===== src/rtl/mcb_read_feeder_pkg.sv =====
// Shared definitions for the MCB read feeder and its write-back counterpart.
package mcb_read_feeder_pkg;

    localparam logic [2:0] MCB_INSTR_READ     = 3'b001;
    localparam int         MCB_BURST_LEN_DEF  = 16;
    localparam int         MCB_FIFO_DEPTH_DEF = 64;

    typedef enum logic [1:0] {
        ST_IDLE  = 2'd0,
        ST_ISSUE = 2'd1,
        ST_GAP   = 2'd2,
        ST_DONE  = 2'd3
    } feeder_state_e;

    // One registered MCB command (burst length - 1, byte address)
    typedef struct packed {
        logic [5:0]  bl;
        logic [29:0] addr;
    } mcb_cmd_t;

    // Number of 32-bit MCB words needed to carry hw half-words
    function automatic logic [31:0] half_to_words(input logic [31:0] hw);
        return {1'b0, hw[31:1]} + {31'd0, hw[0]};
    endfunction

endpackage


===== src/rtl/mcb_read_feeder_word_unpacker.sv =====
// Splits each popped 32-bit MCB word into two 16-bit engine FIFO writes,
// low half first. An odd-length transfer keeps only the low half of its
// final word.
module word_unpacker (
    input  logic        clk,
    input  logic        rst_n,
    input  logic        load,
    input  logic [31:0] load_words,
    input  logic        load_odd,
    input  logic        active,
    input  logic        hw_nz,
    input  logic [31:0] mcb_rd_data,
    input  logic        mcb_rd_empty,
    input  logic        fifo_full,
    output logic        mcb_rd_en,
    output logic        fifo_wr_en,
    output logic [15:0] fifo_din
);

    logic [31:0] hold;
    logic [1:0]  hv;
    logic        lo_only;
    logic [31:0] pops_left;
    logic        odd;
    logic        final_odd;

    assign final_odd  = odd && (pops_left == 32'd1);
    assign fifo_wr_en = (hv != 2'd0) && !fifo_full && hw_nz;
    // Only pop while a transfer is running so stray data never moves after
    // reset or completion; refill in the same cycle the last half leaves.
    assign mcb_rd_en  = active && !mcb_rd_empty &&
                        ((hv == 2'd0) || ((hv == 2'd1) && fifo_wr_en));
    assign fifo_din   = ((hv == 2'd2) || lo_only) ? hold[15:0] : hold[31:16];

    // Hold register: load on pop, count down one half per write
    always_ff @(posedge clk or negedge rst_n) begin
        if (!rst_n) begin
            hold      <= '0;
            hv        <= 2'd0;
            lo_only   <= 1'b0;
            pops_left <= '0;
            odd       <= 1'b0;
        end else if (load) begin
            hv        <= 2'd0;
            lo_only   <= 1'b0;
            pops_left <= load_words;
            odd       <= load_odd;
        end else if (mcb_rd_en) begin
            hold    <= mcb_rd_data;
            hv      <= final_odd ? 2'd1 : 2'd2;
            lo_only <= final_odd;
            if (pops_left != 32'd0)
                pops_left <= pops_left - 32'd1;
        end else if (fifo_wr_en) begin
            hv <= hv - 2'd1;
        end
    end

endmodule


===== src/rtl/mcb_read_feeder.sv =====
// Fetches a block of half-words from DRAM over one MCB read port and
// streams it into the engine's 16-bit FIFO.
module mcb_read_feeder
    import mcb_read_feeder_pkg::*;
#(
    parameter int BURST_LEN      = MCB_BURST_LEN_DEF,
    parameter int MCB_FIFO_DEPTH = MCB_FIFO_DEPTH_DEF
) (
    input  logic        clk,
    input  logic        rst_n,
    input  logic        start,
    input  logic [29:0] base_addr,
    input  logic [31:0] total_words,
    input  logic        reads_en,
    output logic        done,
    output logic        cmd_en,
    output logic [2:0]  cmd_instr,
    output logic [5:0]  cmd_bl,
    output logic [29:0] cmd_byte_addr,
    input  logic        cmd_full,
    output logic        mcb_rd_en,
    input  logic [31:0] mcb_rd_data,
    input  logic        mcb_rd_empty,
    output logic [15:0] fifo_din,
    output logic        fifo_wr_en,
    input  logic        fifo_full
);

    localparam int OW = $clog2(MCB_FIFO_DEPTH + 1);

    feeder_state_e state_q, state_d;
    logic [29:0]   cur_addr;
    logic [31:0]   words_left;
    logic [31:0]   hw_left;
    logic [31:0]   bl_words;
    logic [OW-1:0] outstanding;
    mcb_cmd_t      cmd_q;
    logic          cmd_en_q;
    logic          issue;
    logic          room;
    logic          start_ok;
    logic          last_wr;
    logic          active;
    logic          hw_nz;
    logic [31:0]   start_words;

    assign cmd_instr     = MCB_INSTR_READ;
    assign cmd_en        = cmd_en_q;
    assign cmd_bl        = cmd_q.bl;
    assign cmd_byte_addr = cmd_q.addr;
    assign done          = (state_q == ST_DONE);

    assign active      = (state_q == ST_ISSUE) || (state_q == ST_GAP);
    assign hw_nz       = (hw_left != 32'd0);
    assign start_ok    = start && ((state_q == ST_IDLE) || (state_q == ST_DONE));
    assign last_wr     = fifo_wr_en && (hw_left == 32'd1);
    assign start_words = half_to_words(total_words);

    // Burst size and read-FIFO headroom for the next command
    always_comb begin
        bl_words = (words_left < 32'(BURST_LEN)) ? words_left : 32'(BURST_LEN);
        room     = (32'(outstanding) + bl_words) <= 32'(MCB_FIFO_DEPTH);
    end

    // Command issuer state register
    always_ff @(posedge clk or negedge rst_n) begin
        if (!rst_n) state_q <= ST_IDLE;
        else        state_q <= state_d;
    end

    // Command issuer next state; GAP gives cmd_full a cycle to catch up
    always_comb begin
        state_d = state_q;
        issue   = 1'b0;
        unique case (state_q)
            ST_IDLE, ST_DONE: begin
                if (start)
                    state_d = (total_words == 32'd0) ? ST_DONE : ST_ISSUE;
            end
            ST_ISSUE: begin
                if (last_wr) begin
                    state_d = ST_DONE;
                end else if (reads_en && !cmd_full && (words_left != 32'd0) && room) begin
                    issue   = 1'b1;
                    state_d = ST_GAP;
                end
            end
            ST_GAP: begin
                if (last_wr)
                    state_d = ST_DONE;
                else if (words_left != 32'd0)
                    state_d = ST_ISSUE;
            end
            default: state_d = ST_IDLE;
        endcase
    end

    // Transfer bookkeeping and the registered MCB command
    always_ff @(posedge clk or negedge rst_n) begin
        if (!rst_n) begin
            cur_addr    <= '0;
            words_left  <= '0;
            hw_left     <= '0;
            outstanding <= '0;
            cmd_q       <= '0;
            cmd_en_q    <= 1'b0;
        end else begin
            cmd_en_q <= issue;
            if (start_ok) begin
                cur_addr   <= base_addr & 30'h3FFF_FFFC;
                words_left <= start_words;
                hw_left    <= total_words;
            end else begin
                if (issue) begin
                    cur_addr   <= cur_addr + 30'(bl_words << 2);
                    words_left <= words_left - bl_words;
                    cmd_q.bl   <= 6'(bl_words - 32'd1);
                    cmd_q.addr <= cur_addr;
                end
                if (fifo_wr_en)
                    hw_left <= hw_left - 32'd1;
            end
            outstanding <= OW'(32'(outstanding) + (issue ? bl_words : 32'd0)
                               - {31'd0, mcb_rd_en});
        end
    end

    word_unpacker u_unpack (
        .clk          (clk),
        .rst_n        (rst_n),
        .load         (start_ok),
        .load_words   (start_words),
        .load_odd     (total_words[0]),
        .active       (active),
        .hw_nz        (hw_nz),
        .mcb_rd_data  (mcb_rd_data),
        .mcb_rd_empty (mcb_rd_empty),
        .fifo_full    (fifo_full),
        .mcb_rd_en    (mcb_rd_en),
        .fifo_wr_en   (fifo_wr_en),
        .fifo_din     (fifo_din)
    );

endmodule

===== config.mk =====
export PLATFORM = sky130hd
export DESIGN_NAME = mcb_read_feeder
export DESIGN_NICKNAME = d
export VERILOG_FILES = /design/src/rtl/mcb_read_feeder_pkg.sv /design/src/rtl/mcb_read_feeder_word_unpacker.sv /design/src/rtl/mcb_read_feeder.sv
export SDC_FILE = /design/constraint.sdc
export NUM_CORES = 1
export LEC_CHECK = 0
export BUFFER_PORTS_ARGS = -buffer_cell sky130_fd_sc_hd__buf_2
export CORE_ASPECT_RATIO = 0.7
export CORE_MARGIN = 2
export CORE_UTILIZATION = 50
export CTS_CLUSTER_SIZE = 12
export DETAILED_ROUTE_END_ITERATION = 12
export GPL_ROUTABILITY_DRIVEN = 0
export PLACE_DENSITY = 0.7
export SLEW_MARGIN = 20
export SYNTH_ARGS = -nofsm -noshare
export SYNTH_HDL_FRONTEND = slang
export SYNTH_HIERARCHICAL = 1
export SYNTH_SLANG_ARGS = --single-unit

===== constraint.sdc =====
create_clock -name clk -period 15.2 [get_ports clk]
set_clock_uncertainty 0.1 [all_clocks]
set_input_delay 3.04 -clock clk [delete_from_list [all_inputs] [get_ports clk]]
set_output_delay 3.04 -clock clk [all_outputs]
set_load 0.02 [all_outputs]

# Yosys cells after proc, flatten, opt, wreduce, memory -nomap -nowiden
# Cells that the tools add are included.
# W data, S select, Z words.
# totals
register_bits	208
output_inout_bits	59
word_cells	99
# op_classes
n_addsub	10
magnitude_cmp	2
n_eq_ne	10
mux	28
n_bitwise	1
n_reduce_logical	35
# op_table
operator	n
$mux W32	8
$reduce_bool A32 Y1	3
$eq A32 B1 Y1 const B	2
$sub A32 B1 Y32 const B	2
$mux W30	2
$add A31 B1 Y32	1
$add A7 B32 Y32	1
$le A32 B7 Y1 const B	1
$logic_not A32 Y1	1
$lt A32 B5 Y1 const B	1
$sub A32 B32 Y32	1
$add A30 B30 Y30	1
$mux W2	10
$mux W16	1
$logic_and A1 B1 Y1	11
$reduce_bool A2 Y1	5
$add A7 B7 Y7	1
$mux W7	1
$sub A7 B1 Y7	1
$eq A2 B2 Y1 const B	3
$ne A3 B2 Y1 const B	2
$pmux W2 S3	1
$reduce_and A2 Y1	3
$sub A6 B1 Y6 const B	1
other kinds (11)	22

# Depth between registers and ports, before layout
# Gate-level depths: netlist (run 1).
# logic_depth
word_depth	11
mapped_depth	29

# By module
# Netlist (run 1), hierarchy kept.
# modules_own_cells
mod	instances	cells_per_inst	area_per_inst_um2	seq_area_each_um2
mcb_read_feeder	1	1084	9450.3	3403.3
word_unpacker	1	342	3694.8	1701.6

# Worst setup path before layout (run 1)
# Ideal clock, no wire load.
# synth_timing
kind	input-to-output
start	input port fifo_full
end	output port mcb_rd_en
t_arrival_ps	3885
t_required_ps	12060
setup_slack_ps	8175
path_stages	3
cell_sequence	and3b_1 o21ai_1 clkinv_1
# synth_via
elab_chain_len	6
# synth_rtl
element	line_no	text
start: declaration	mcb_read_feeder.sv:26	input logic fifo_full
$logic_not A1 Y1	mcb_read_feeder_word_unpacker.sv:28	assign fifo_wr_en = (hv != 2'd0) && !fifo_full && hw_nz;
$logic_and A1 B1 Y1 (2 in series)	mcb_read_feeder_word_unpacker.sv:28	
$logic_and A1 B1 Y1	mcb_read_feeder_word_unpacker.sv:32	((hv == 2'd0) || ((hv == 2'd1) && fifo_wr_en));
$logic_or A1 B1 Y1	mcb_read_feeder_word_unpacker.sv:32	
$logic_and A1 B1 Y1	mcb_read_feeder_word_unpacker.sv:31	assign mcb_rd_en = active && !mcb_rd_empty &&
end: declaration	mcb_read_feeder.sv:21	output logic mcb_rd_en,
# No other way between the ends.

# Final worst setup path (run 1)
# Same ends and word-level chain as after synthesis.

==> results of run 1 <==
## layout by cell type, fill, tap and decap left out, drive strengths merged, types with 34 or more instances in the layout
cell type / netlist / layout
buf: 22 / 166
nor4: 48 / 48
o21ai: 101 / 101
dfrtp: 204 / 204
or3: 38 / 38
nand3: 35 / 35
xor2: 36 / 36
mux2: 80 / 80
nor2: 92 / 92
inv: 52 / 52
clkbuf: 42 / 34
nand2: 173 / 173
nor3: 40 / 40
a31oi: 44 / 44
a21oi: 43 / 43
xnor2: 77 / 77
ha: 61 / 61
## per-stage QoR
step / hold slack (ps) / cells / power (mW) / setup WS [ps] / cell area [um^2]
2_1_floorplan: 372 / 1455 / 2.14 / 8180 / 13300
3_3_place_gp: 364 / 1888 / 2.47 / 7540 / 14200
3_5_place_dp: 368 / 1888 / 2.52 / 7500 / 14200
4_1_cts: 381 / 1926 / 3.12 / 7500 / 15000
5_1_grt: 415 / 1929 / 3.36 / 7410 / 15000
6_report: 378 / 1929 / 3.13 / 7500 / 15000
## worst paths after layout
check / start / to / cells past startpoint
max: fifo_full / mcb_rd_en / 6
min: cmd_bl[0] / cmd_bl[0] / 2
max reg2reg: words_left[5] / outstanding[6] / 27
min reg2reg: cmd_bl[0] / cmd_bl[0] / 2
max in group asynchronous: rst_n / words_left[23] / 2
min in group asynchronous: rst_n / cmd_byte_addr[19] / 1
## power breakdown
| part | internal (mW) | switching, mW |
|---|---|---|
| sequential | 0.813 | 0.233 |
| clock | 0.355 | 0.227 |
| combinational | 0.637 | 0.866 |
## layer usage
metal	wire length, um	vias up
li1	-	5442
met1	16900	5522
met3	2550	37
met2	15100	361
met5	0	-
met4	458	0
## area by class of cell
type	instances	area, um^2
antenna	2	5.00
clock buffer	33	673
clock inverter	5	103
fill	2244	10700
inverter	53	201
multi-input combinational	1134	7650
sequential	204	5100
tap	331	414
timing repair buffer	167	882
## critical path: stages
cell      delay, ps
buf_2            80
and3b_1         180
o21ai_1         180
buf_4           250
clkinv_1        470
buf_2           340
## sequential cells by signal (all words and copies together) (netlist names), 2 cells and up
signal	count
outstanding	7
words_left	32
cmd_bl	6
state_q	2
cur_addr	28
u_unpack/hv	2
cmd_byte_addr	28
u_unpack/pops_left	32
u_unpack/hold	32
hw_left	32
## kinds of logic after synthesis
kind of cell    synth area share, %
fa+ha+maj                      6.26
mux                            7.54
other cells                  0.0571
buf+inv                        3.85
simple gates                   22.2
compound gates                 13.7
flops                          38.8
xor+xnor                       7.53
==> metrics.txt, run 1 <==
leakage power=6.51 nW; GRT busiest layer=met1; Commonest cells post-synth=dfrtp_1, nand2_1, nor2_1, mux2_2; number of port buffers=152; Final nets=1748; most common cell in the netlist=dfrtp_1; via/cell ratio=5.89; Die Ht=140 um; CP required=12060 ps; met1 usage=38.8%; async set-reset flop share out of synthesis=100%; initial DRC count=921; Crit. End Element=output port; Seq/Total Area, Yosys=38.8%; final core area utilization=58.4%; post-route ant nets=0; Peak Freq=130 MHz; post-synth top area share=38.8%; Synth Register Bits=204; WS Path Type=input port to output port; Pre-antenna DRT Iters=5; largest net degree at the start of global routing=81; Setup TNS=0 ps; vias in the first global route=10700; row count=49; CTS tree=yes; Initial Util=51.0%; DIE WIDTH=198 um; Max Root-Sink Buffers=3; DR vias=11400; period utilisation layout=50.7%; Overall Global Routing Usage=25.1%; initial antenna violation count=2; Power Density=208 nW/um^2; Ports=160; worst-margin pin slew=1040 ps; residual DRC count=0; synth unique cells=82; grt ovf=0; Core Box Area=25700 um^2; Skew-Pair Late Insertion Delay=520 ps; worst reg2reg setup slack=8750 ps; cts hold-fix bufs=0; IR drop worst, VDD=0.107 mV; Syn Area/Cell=9.22 um^2; layout cells sized above 1=20.4%; crit path max fanout=13; CTS clk-pin slew, worst paths=60 ps; final setup vio count=0; Post-Syn Area=13100 um^2; final count of pins violating max slew=0; area grow syn2layout=14.4%; routed wire length=35.0 mm; worst relative slew slack=30.4%; post-cts gate resize count=0; Synth warnings=6; status=finished, final reports clean; number of synthesized flops with an enable pin=0; unrepaired setup endpoints after global routing=no; met2 Use GR=36.7%; largest cells by area after synthesis=dfrtp_1, mux2_2, ha_1; first-pass GRT wire length=55.8 mm; clk sinks=204; grt met3 use=4.39%; cell taking the most area after synthesis=dfrtp_1; post-detail-place hpwl=25.5 mm; area of the die=27600 um^2; setup bufs post-CTS=0; CTS buffer count=23; worst endpoint data arrival time=4560 ps; H-tree Lvls=1; clock period minus worst slack=7700 ps; HP Class=flip-flop to flip-flop; Post-Syn Instances=1426; Hold Violations, Final=0; Max-Cap Viols=0; prevailing post-synth register cell=dfrtp_1; CP startpoint kind=input port; WL/cell=18.1 um; clk root buf=clkbuf_16
No activity file was read; power rests on OpenSTA's default activity.
==> inputs of run 2 (changes only) <==
Settings changed: PLACE_DENSITY 0.7 to 0.73.
Clock period 15.2 ns to 6.7 ns, I/O delays scaled along.
==> run 2 against run 1 <==
Compared with the run above:
- utilization grew 0.16 points
- clock power grew 130%
- worst hold slack lost 1.3 ps
- final cell count grew 0.26%
- via count grew 0.33%
- wire length shrank 0.17%
- count of clock-buffer cells in the layout shrank 1
- largest power group unchanged
- combinational power grew 130%
==> metrics.txt, run 2 (same netlist as run 1, synthesis figures left out) <==
status=finished, final reports clean; DIE WIDTH=198 um (unchanged); routed wire length=34.9 mm (-0.17%); DR top layer=met4; CTS clk-pin slew, worst paths=60 ps (about the same); Die Ht=140 um (unchanged); Max Root-Sink Buffers=3 (unchanged); worst reg2reg setup slack=610 ps (-8140 ps); leakage power=6.54 nW (+0.33%); worst-margin pin slew=1050 ps (+2.21 ps); commonest non-fill, non-tap cells in the layout=dfrtp_1, nand2_1, buf_2, nor2_1, mux2_2; H-tree Lvls=1 (unchanged); post-detail-place hpwl=25.0 mm (-2.0%); worst endpoint data arrival time=6440 ps (+1880 ps); Peak Freq=164 MHz; Hold Startpoint=cmd_byte_addr[3]; Power Density=474 nW/um^2 (+130%); WHS Path Cells=2 (unchanged); number of port buffers=152 (unchanged); worst r2r src=words_left[5]; period utilisation layout=90.9%; Worst Hold End=cmd_byte_addr[3]; Crit. End Element=flip-flop; worst r2r path cells=27 (unchanged); layout cells sized above 1=20.7% (+0.29 points); Met2 Wirelength=16.0 mm (+6.0%); unrepaired setup endpoints after global routing=no; Overall Global Routing Usage=25.3% (+0.25 points); Skew-Pair Late Insertion Delay=530 ps (about the same); final setup vio count=0 (unchanged); clk sinks=204 (unchanged); CP required=7050 ps (-5010 ps); CTS tree=yes; crit path max fanout=8 (-5); Total Power=7.15 mW (+130%); setup ws final=611 ps (-6880 ps); Final nets=1749 (+0.057%); DP Area=14300 um^2 (about the same); clock period minus worst slack=6090 ps; row count=49 (unchanged); Design Area, Final=15100 um^2 (+0.27%); Pre-antenna DRT Iters=5 (unchanged); Hold Violations, Final=0 (unchanged); Non-Filler Instances=1934 (+0.26%); Fin Hold WS=376 ps (-1.28 ps); area grow syn2layout=14.7%; clk root buf=clkbuf_16; placed cell count=1887 (-0.053%); area of the die=27600 um^2 (unchanged); via/cell ratio=5.89 (about the same); Initial Util=51.0% (unchanged); Setup TNS=0 ps (unchanged); CTS buffer count=23 (unchanged); commonest non-fill, non-tap cell in the layout=dfrtp_1; initial antenna violation count=4 (+2); grt ovf=0 (unchanged); Core Box Area=25700 um^2 (unchanged); final core area utilization=58.6% (+0.16 points); largest net degree at the start of global routing=144 (+78%); Ports=160 (unchanged); M1 WL=16.0 mm (-5.2%); Placement Setup Slack=338 ps (-7160 ps); post-route ant nets=0 (unchanged); WL/cell=18.1 um (-0.42%); residual DRC count=0 (unchanged); HP Class=flip-flop to flip-flop; r2r endpoint=outstanding[6]; final count of pins violating max slew=0 (unchanged); IR drop worst, VDD=0.334 mV (+210%); CP startpoint kind=flip-flop; vias in the first global route=11000 (+3.2%); first-pass GRT wire length=57.0 mm (+2.1%); worst relative slew slack=30.3% (-0.067 points); DR vias=11400 (+0.33%); initial DRC count=1127 (+22%); WS Path Type=flip-flop to flip-flop; routed wl met3=2.35 mm (-7.7%); Max-Cap Viols=0 (unchanged)
[run 2: cell count changes in the layout (fill, tap and decap cells not counted)]
| cell | before | now |
|---|---|---|
| a21oi_1 | 42 | 41 |
| a21oi_2 | 0 | 1 |
| buf_12 | 0 | 1 |
| buf_4 | 15 | 14 |
| clkbuf_1 | 4 | 3 |
| clkbuf_4 | 0 | 1 |
| clkinv_2 | 1 | 3 |
| clkinvlp_4 | 1 | 0 |
| diode_2 | 2 | 5 |
| inv_6 | 0 | 1 |
| nor2_1 | 90 | 89 |
| nor2_2 | 2 | 3 |
[run 2: worst max-delay path by stage]
stage / startpoint / to / slack [ps]
global placement: words_left[5] / outstanding[6] / 470
floorplan: words_left[5] / outstanding[6] / 520
detailed placement: words_left[5] / outstanding[6] / 340
global route: words_left[5] / outstanding[6] / 50
finish: words_left[5] / outstanding[6] / 610
CTS: words_left[5] / outstanding[6] / 300
[run 2: final cells by class]
class | count | area [um^2]
Timing Repair Buffer | 168 | 902
Tap cell | 331 | 414
Inverter | 53 | 201
Clock inverter | 7 | 114
Multi-Input combinational cell | 1134 | 7660
Antenna cell | 5 | 12.5
Sequential cell | 204 | 5100
Fill cell | 2233 | 10700
Clock buffer | 32 | 669
[run 2: what timing repair did]
action | in CTS | in global routing
resized for setup | 0 | 2
hold endpoints to repair | 0 | 0
setup endpoints to repair | 0 | 3
setup buffers | 0 | 2
hold buffers | 0 | 0
[run 2: critical path, stage by stage (launching register included)]
cell and delay, ps:
dfrtp_1 440, or4_4 600, or4b_4 590, nor4_4 250
buf_4 190, nand2_1 130, inv_1 160, ha_1 240
a21o_1 170, a21oi_2 210, nor2_1 90, o221a_2 250
o41ai_1 360, buf_4 210, nand2_1 80, nor2_2 210
nand2_1 90, ha_1 270, inv_1 40, ha_1 180
inv_1 70, fa_1 210, inv_1 50, a21o_1 170
a21oi_1 230, o21bai_1 90, a21oi_1 170, xnor2_1 130
[run 2: where the power goes]
group          internal (mW)  total, mW  switching, mW  leakage [nW]
clock network          0.808       1.33          0.518         0.389
logic                   1.44       3.44           1.99          3.71
registers               1.85       2.38          0.538          2.44
[run 2: metal layers]
| layer | global-route usage [%] | vias to the layer above |
|---|---|---|
| met5 | 0 | - |
| met4 | 5.98 | 0 |
| met3 | 3.71 | 41 |
| met2 | 39.3 | 395 |
| met1 | 37.3 | 5540 |
| li1 | - | 5424 |
